### config.mk
export PLATFORM = sky130hd
export DESIGN_NAME = fifo_write_arbiter
export DESIGN_NICKNAME = d
export VERILOG_FILES = /design/src/rtl/fifo_write_arbiter.sv
export SDC_FILE = /design/constraint.sdc
export NUM_CORES = 1
export LEC_CHECK = 0
export BUFFER_PORTS_ARGS = -buffer_cell sky130_fd_sc_hd__buf_4
export CAP_MARGIN = 20
export CORE_MARGIN = 2
export CORE_UTILIZATION = 35
export CTS_CLUSTER_SIZE = 24
export DETAILED_ROUTE_END_ITERATION = 6
export PLACE_DENSITY = 0.67
export RECOVER_POWER = 25
export SLEW_MARGIN = 20
export SYNTH_ARGS = -nofsm -noshare
export SYNTH_HDL_FRONTEND = slang
export SYNTH_SLANG_ARGS = --single-unit
### constraint.sdc
create_clock -name write_clk -period 4 [get_ports write_clk]
set_input_delay 0.4 -clock write_clk [delete_from_list [all_inputs] [get_ports write_clk]]
set_output_delay 0.4 -clock write_clk [all_outputs]
set_load 0.02 [all_outputs]
### src/rtl/fifo_write_arbiter.sv
// Round-robin arbiter sharing the async FIFO write port among NUM_REQ producers, bursts of up to BURST_MAX words.
// Define FIFO_ARB_STATS_EN to add the wr_count port (total words written).
module fifo_write_arbiter #(
    parameter int NUM_REQ    = 4,
    parameter int DATA_WIDTH = 8,
    parameter int BURST_MAX  = 4
) (
    input  logic                          write_clk,
    input  logic                          reset,
    input  logic [NUM_REQ-1:0]            req,
    input  logic [NUM_REQ*DATA_WIDTH-1:0] req_data,
    input  logic                          full,
    output logic [NUM_REQ-1:0]            gnt,
    output logic                          write_en,
    output logic [DATA_WIDTH-1:0]         data_in,
    output logic                          busy,
    output logic [$clog2(NUM_REQ)-1:0]    owner
`ifdef FIFO_ARB_STATS_EN
    ,
    output logic [15:0]                   wr_count
`endif
);
    localparam int OW = $clog2(NUM_REQ);
    localparam int BW = $clog2(BURST_MAX) + 1;
    localparam logic [OW-1:0] LAST_IDX  = OW'(NUM_REQ - 1);
    localparam logic [BW-1:0] LAST_BEAT = BW'(BURST_MAX - 1);

    typedef enum logic {IDLE = 1'b0, GRANT = 1'b1} state_t;

    state_t                 state, state_nxt;
    logic [OW-1:0]          rr_ptr, rr_ptr_nxt, owner_nxt, owner_inc;
    logic [OW-1:0]          pick, scan_idx;
    logic                   pick_found;
    logic [BW-1:0]          burst_cnt, burst_cnt_nxt;
    logic [DATA_WIDTH-1:0]  words [NUM_REQ];

    // Handshake: req[i] is valid with req_data word i stable; gnt[i] is ready. A word moves on
    // every write_clk edge where both are high, which is also the edge the FIFO samples write_en.

    for (genvar g = 0; g < NUM_REQ; g++) begin : g_words
        assign words[g] = req_data[g*DATA_WIDTH +: DATA_WIDTH];
    end

    always_comb begin : rr_scan
        pick       = rr_ptr;
        pick_found = 1'b0;
        scan_idx   = rr_ptr;
        for (int k = 0; k < NUM_REQ; k++) begin
            scan_idx = OW'((int'(rr_ptr) + k) % NUM_REQ);
            if (!pick_found && req[scan_idx]) begin
                pick_found = 1'b1;
                pick       = scan_idx;
            end
        end
    end

    assign owner_inc = (owner == LAST_IDX) ? '0 : owner + 1'b1;

    always_comb begin : fsm_next
        state_nxt     = state;
        owner_nxt     = owner;
        rr_ptr_nxt    = rr_ptr;
        burst_cnt_nxt = burst_cnt;
        gnt           = '0;
        case (state)
            IDLE: begin
                if (pick_found) begin
                    owner_nxt     = pick;
                    burst_cnt_nxt = '0;
                    state_nxt     = GRANT;
                end
            end
            GRANT: begin
                gnt[owner] = req[owner] & ~full;
                if (!req[owner]) begin
                    state_nxt  = IDLE;
                    rr_ptr_nxt = owner_inc;
                end else if (!full) begin
                    burst_cnt_nxt = burst_cnt + 1'b1;
                    if (burst_cnt == LAST_BEAT) begin
                        state_nxt  = IDLE;
                        rr_ptr_nxt = owner_inc;
                    end
                end
            end
            default: state_nxt = IDLE;
        endcase
    end

    assign write_en = |gnt;
    assign data_in  = write_en ? words[owner] : '0;
    assign busy     = (state == GRANT);

    always_ff @(posedge write_clk or posedge reset) begin
        if (reset) begin
            state <= IDLE;
        end else begin
            state <= state_nxt;
        end
    end

    always_ff @(posedge write_clk or posedge reset) begin
        if (reset) begin
            owner     <= '0;
            rr_ptr    <= '0;
            burst_cnt <= '0;
        end else begin
            owner     <= owner_nxt;
            rr_ptr    <= rr_ptr_nxt;
            burst_cnt <= burst_cnt_nxt;
        end
    end

`ifdef FIFO_ARB_STATS_EN
    // Free-running total; wraps at 16 bits.
    always_ff @(posedge write_clk or posedge reset) begin
        if (reset) begin
            wr_count <= '0;
        end else if (write_en) begin
            wr_count <= wr_count + 16'd1;
        end
    end
`endif

endmodule

==> metrics.md, run 1 <==
| Metric | Value |
|---|---|
| Syn_area_per_cell | `roughly 10 um2` |
| Pwr Density | `545 mW/mm2` |
| Netlist cell types | `31` |
| Fill cells | `227` |
| GR Util met2 | `between 20% and 30%` |
| Peak Freq | `approximately 0.34 GHz` |
| Met3 Use GR | `4.68%` |
| Row Count | `18` |
| Main synth FF type | `dfrtp_1` |
| RSZ-0062 raised after global routing | `no` |
| Die width | `55.3 um` |
| CTS tree | `yes` |
| Status | `finished, final reports clean` |
| Drt total wl | `approximately 2300 um` |
| CP endpoint kind | `output port` |
| Asr flop ratio synth | `100%` |
| Least-Margin Pin Slew | `813 ps` |
| Root Driver | `clkbuf_4` |
| Post-synth EDFFs | `0` |
| Placement Setup Slack | `between 1000 and 1500 ps` |
| DR DRC count | `0` |
| Leakage | `approximately 0.65 nW` |
| Setup slack, reg-to-reg | `1980 ps` |
| Die Y | `55.3 um` |
| Post-CTS Setup Bufs | `0` |
| Layout cells sized above 1 | `between 50% and 60%` |
| Fin. Hold Viols | `0` |
| Clock-pin transition on the worst setup and hold timing paths | `60 ps` |
| Drt wl/cell | `13.7 um` |
| Pre-antenna DRT Iters | `4` |
| Routed vias/inst | `around 5.2` |
| Nets | `between 150 and 200` |
| DPL Wire Length | `~1900 um` |
| GR peak layer | `met2` |
| Die area | `just over 0.003 mm2` |
| PnR worst setup slack | `1070 ps` |
| Post-route minimum period | `between 2000 and 3000 ps` |
| Met1 Usage GRT | `about a fifth` |
| Port bufs | `between 50 and 60` |
| Worst-skew pair later-pin latency | `260 ps` |
| Core box area | `roughly 0.0025 mm2` |
| Hold buffer count at CTS | `0` |
| Required time of the critical path | `around 3600 ps` |
| Critical path class | `flip-flop to output port` |
| Peak supply drop | `a little over 0.4 mV` |
| HP Class | `input port to asynchronous set/reset pin` |
| Longest Clk Path Bufs | `2` |
| Number of global-route vias before repair | `around 860` |
| Pin count of the biggest net entering global routing | `16` |
| Mapped Cells | `89` |
| Grt ovf | `0` |
| Total GRT Usage | `between 10% and 20%` |
| First DRT Iteration DRCs | `14` |
| Worst R2R Path Depth | `3` |
| Initial antenna violation count | `0` |
| Mapped Area | `about 920 um2` |
| Synth top area share | `approximately 22%` |
| Post-CTS sizing | `0` |
| Max-cap check violation count | `0` |
| Setup tns final | `0 ps` |
| Post-synthesis sequential area ratio | `about 22%` |
| Clock skew | `5.13 ps` |
| Clk sinks | `8` |
| First-pass GRT wire length | `~3900 um` |
| Cts bufs inserted | `3` |
| Setup violations, final | `0` |
| Crit path DAT | `roughly 2500 ps` |
| Vias | `between 800 and 900` |
| Starting density of the core | `37.2%` |
| Synth area leaders | `mux4_2 (22%), dfrtp_1 (22%), ha_1 (8.2%), nor2b_2 (6.7%), inv_1 (3.7%)` |
| Gpl congestion | `between 0.8 and 0.9` |
| Top post-synthesis cells by count | `inv_1 (9), mux4_2 (9), dfrtp_1 (8), nand2_1 (8), nor2b_2 (7)` |
| R2r startpoint | `owner[0]` |
| Area leader, netlist | `mux4_2` |
| Final ANT Viol Nets | `0` |
| Worst R2R End | `burst_cnt[0]` |
| Max-slew headroom | `a little under half` |
| # diodes | `0` |
| Max FO, Critical Path | `15` |
| Syn_nets | `~130` |
| Setup crit start kind | `flip-flop` |
| Tot Pwr | `approximately 740 uW` |
| Max Slew Vio Count | `0` |
| Worst-path cell chain | `inv_1 > ha_1 > o41ai_4 > nor2b_2 > buf_4` |
| Slowest-stage cell, CP | `o41ai_4` |
| Number of synthesized register bits | `8` |
| Crit share post-route | `about three quarters` |
| Layout area overhead | `46.7%` |
| # IOs | `55` |
| Slowest stage delay, CP | `800 ps` |
| Yosys Warn Count | `0` |
| CTS HTree Levels | `1` |
==> worst max-delay path: cells and delay by family, from the launching register on <==
kind | cells | cell delay [ps]
simple gates | 1 | 80
fa+ha+maj | 1 | 270
buf+inv | 2 | 330
flops | 1 | 780
compound gates | 1 | 800
==> kinds of logic after synthesis <==
logic type / share of synthesized area, %
adders and majority gates: 8.15
AOI/OAI and AO/OA: 15.1
DFF: 21.7
muxes: 27.7
and+or+nand+nor: 19.4
buffers and inverters: 7.88
==> through the flow <==
stage / cell area (um2) / hold WS, ps / std cells / util, %
6_report: 1350 / 96.0 / 171 / 54.5
5_1_grt: 1350 / 120 / 171 / 54.5
4_1_cts: 1350 / 94.9 / 171 / 54.5
3_5_place_dp: 1330 / 378 / 168 / 53.6
3_3_place_gp: 1330 / 369 / 168 / 53.6
2_1_floorplan: 921 / 216 / 89 / -
==> sequential cells by signal (all words and copies together) (netlist names) <==
signal and cells:
burst_cnt 3, busy 1, owner 2, rr_ptr 2
==> cells in the final DEF (no fill, tap or decap), types with 2 or more instances in the layout <==
| master | Yosys | layout |
|---|---|---|
| clkbuf_4 | 0 | 4 |
| mux2_2 | 2 | 2 |
| a21oi_1 | 5 | 5 |
| mux2i_1 | 3 | 3 |
| inv_1 | 9 | 9 |
| buf_4 | 0 | 53 |
| dfrtp_1 | 8 | 8 |
| nor2b_1 | 3 | 3 |
| o21ai_0 | 4 | 4 |
| nor2b_2 | 7 | 7 |
| nor2_1 | 2 | 2 |
| and2_1 | 4 | 4 |
| nand2_1 | 8 | 8 |
| ha_1 | 6 | 6 |
| mux4_2 | 9 | 9 |
==> routing by layer <==
metal / wire (um) / vias to the layer above
li1: - / 428
met1: 982 / 411
met2: 1100 / 55
met3: 243 / 2
met4: 19 / 0
met5: 0 / -
==> layout make-up <==
cell class,count,area [um2],area share (%)
multi-input combinational,66,648,48.0
tap,30,37.5,2.78
timing repair buffer,54,405,30.0
clock buffer,3,22.5,1.67
sequential,8,200,14.8
inverter,10,37.5,2.78
==> worst max path at each step <==
stage / from / end / slack, ps / depth (start not counted)
global placement: owner[0] / data_in[5] / 1350 / 5
floorplan: owner[0] / data_in[0] / 1530 / 5
global route: owner[0] / data_in[6] / 800 / 5
CTS: owner[0] / data_in[5] / 1010 / 5
detailed placement: owner[0] / data_in[5] / 1300 / 5
finish: owner[0] / data_in[3] / 1070 / 5
==> power by group <==
part | total [mW] | internal, mW | switching (mW)
sequential | 0.202 | 0.115 | 0.0865
clock | 0.0642 | 0.0345 | 0.0297
combinational | 0.470 | 0.263 | 0.207
total | 0.736 | 0.413 | 0.323
Note: power is estimated with default switching activity, not from simulation.
==> inputs of run 2 (changes only) <==
clock period = 2.9 ns   (was 4 ns; I/O delays follow)
==> run 2 against run 1 <==
  * Total power grew 39%
  * First-iteration DRC count shrank 7.1%
  * Core utilization grew 0.71 points
  * Clock skew grew 1.2 ps
  * Sequential share of layout area shrank 0.19 points
  * Global-route usage is essentially flat
  * Register-to-register slack lost 860 ps
  * Critical endpoint is now data_in[5]
  * Setup slack lost 820 ps
  * Largest cell class unchanged
  * Die area is the same
  * Combinational power grew 46%
  * Cell area grew 1.3%
  * Highest routed layer is now met3
  * Sequential power grew 27%
==> metrics.md, run 2 (synthesized netlist as in run 1, its figures left out) <==
| Metric | Value |
|---|---|
| Max-slew headroom | `45.9%` |
| Max-cap check violation count | `0` |
| Setup crit start kind | `flip-flop` |
| Setup violations, final | `0` |
| PnR worst setup slack | `249 ps` |
| Fill cells | `between 200 and 250` |
| Largest regs | `burst_cnt: 3 flops, owner: 2 flops, rr_ptr: 2 flops` |
| Total GRT Usage | `around 16%` |
| Clock-pin transition on the worst setup and hold timing paths | `60 ps` |
| Gpl congestion | `just over 0.8` |
| Int Pwr | `a little under 600 uW` |
| Fin. Hold Viols | `0` |
| Pin count of the biggest net entering global routing | `16` |
| Placement Setup Slack | `~480 ps` |
| Worst setup startpoint | `owner[1]` |
| CP endpoint kind | `output port` |
| Multi-input gate area | `between 600 and 700 um2` |
| Max reg flops | `3` |
| Die width | `approximately 55 um` |
| Peak supply drop | `between 0.6 and 0.7 mV` |
| Max FO, Critical Path | `15` |
| Cts bufs inserted | `3` |
| Critical Path Sink | `data_in[5]` |
| R2r startpoint | `owner[0]` |
| Port bufs | `54` |
| Routed vias/inst | `slightly above 5` |
| Tot Pwr | `roughly 1.0 mW` |
| # diodes | `0` |
| DR DRC count | `0` |
| Required time of the critical path | `~2600 ps` |
| Switching power | `between 400 and 500 uW` |
| Root Driver | `clkbuf_4` |
| Setup slack, reg-to-reg | `1120 ps` |
| Crit share post-route | `91.4%` |
| # IOs | `between 50 and 60` |
| Starting density of the core | `between 30% and 40%` |
| Pwr Density | `749 mW/mm2` |
| Max Slew Vio Count | `0` |
| Die Y | `approximately 55 um` |
| Number of global-route vias before repair | `~860` |
| Largest register by flop count | `burst_cnt` |
| Worst-skew pair later-pin latency | `about 250 ps` |
| Sw Share | `43.4%` |
| Core box area | `between 0.002 and 0.0025 mm2` |
| Die area | `~0.003 mm2` |
| Layout area overhead | `48.6%` |
| Clk sinks | `8` |
| Commonest non-fill, non-tap cells in the layout | `buf_4 (54), inv_1 (9), mux4_2 (9), nand2_1 (8), dfrtp_1 (8)` |
| Longest Clk Path Bufs | `2` |
| Nets | `190` |
| First DRT Iteration DRCs | `13` |
| Hold WS | `390 ps` |
| Drt total wl | `about 2300 um` |
| Final ANT Viol Nets | `0` |
| Post-CTS Setup Bufs | `0` |
| Crit path DAT | `2360 ps` |
| Vias | `881` |
| Setup tns final | `0 ps` |
| Initial antenna violation count | `0` |
| Commonest non-fill, non-tap cell in the layout | `buf_4` |
| Grt ovf | `0` |
| Leakage | `around 0.66 nW` |
| Status | `finished, final reports clean` |
| Drt wl/cell | `13.4 um` |
| CTS tree | `yes` |
| Peak Freq | `0.377 GHz` |
| Clock skew | `~6.4 ps` |
| DPL Wire Length | `1950 um` |
| Register area | `~200 um2` |
| Layout cells sized above 1 | `~56%` |
| First-pass GRT wire length | `a little under 4000 um` |
| Post-route minimum period | `roughly 2700 ps` |
| Worst R2R Path Depth | `4` |
| HP Class | `input port to flip-flop` |
| Comb pwr share | `between 60% and 70%` |
| Part of the power in registers | `between 20% and 30%` |
| Critical path class | `flip-flop to output port` |
| Worst R2R End | `burst_cnt[1]` |
| CTS HTree Levels | `1` |
| RSZ-0062 raised after global routing | `no` |
| Clock share of power | `under 10%` |
| Least-Margin Pin Slew | `slightly above 800 ps` |
| Row Count | `18` |
| Pre-antenna DRT Iters | `4` |
==> run 2: stage by stage <==
stage	util, %	cells	instance area (um2)
floorplan	-	89	921
global placement	53.9	169	1340
detailed placement	53.9	169	1340
CTS	55.3	173	1370
global route	55.3	173	1370
finish	55.3	173	1370
==> run 2: per-layer routing <==
layer	track usage, %	vias up	wire (um)
met5	0	-	0
li1	-	433	-
met4	1.05	0	0
met3	7.26	0	242
met1	19.0	402	934
met2	26.4	46	1140
==> run 2: worst min-delay path by stage <==
| stage | depth (start not counted) | startpoint | slack, ps | to |
|---|---|---|---|---|
| floorplan | 1 | reset | 110 | burst_cnt[0] |
| global placement | 2 | reset | 260 | burst_cnt[2] |
| CTS | 3 | full | 390 | busy |
| finish | 3 | full | 390 | busy |
| global route | 3 | req[3] | 430 | owner[1] |
| detailed placement | 2 | reset | 260 | rr_ptr[1] |
==> run 2: cell type report <==
class / count / area share [%]
clock buffer: 3 / 1.65
inverter: 10 / 2.74
multi-input combinational: 66 / 47.3
sequential: 8 / 14.6
tap: 30 / 2.74
timing repair buffer: 56 / 30.9
==> run 2: timing repair <==
| action | in CTS | in global routing |
|---|---|---|
| setup endpoints to repair | 0 | 0 |
| hold buffers | 1 | 0 |
| gates resized for setup | 0 | 0 |
| endpoints found under the hold margin | 8 | 0 |
==> run 2: power by group through the flow <==
| stage | logic [mW] | clock network, mW | registers [mW] |
|---|---|---|---|
| after floorplan | 0.511 | 0 | 0.230 |
| after global placement | 0.677 | 0 | 0.253 |
| after detailed placement | 0.694 | 0 | 0.261 |
| after CTS | 0.697 | 0.0857 | 0.258 |
| after global routing | 0.751 | 0.0935 | 0.271 |
| final | 0.686 | 0.0825 | 0.256 |
==> run 2: worst max-delay path: stages (launching register included) <==
cell and delay [ps]:
dfrtp_1 690, inv_1 130, ha_1 250, o41ai_4 780, nor2b_2 80, buf_4 180
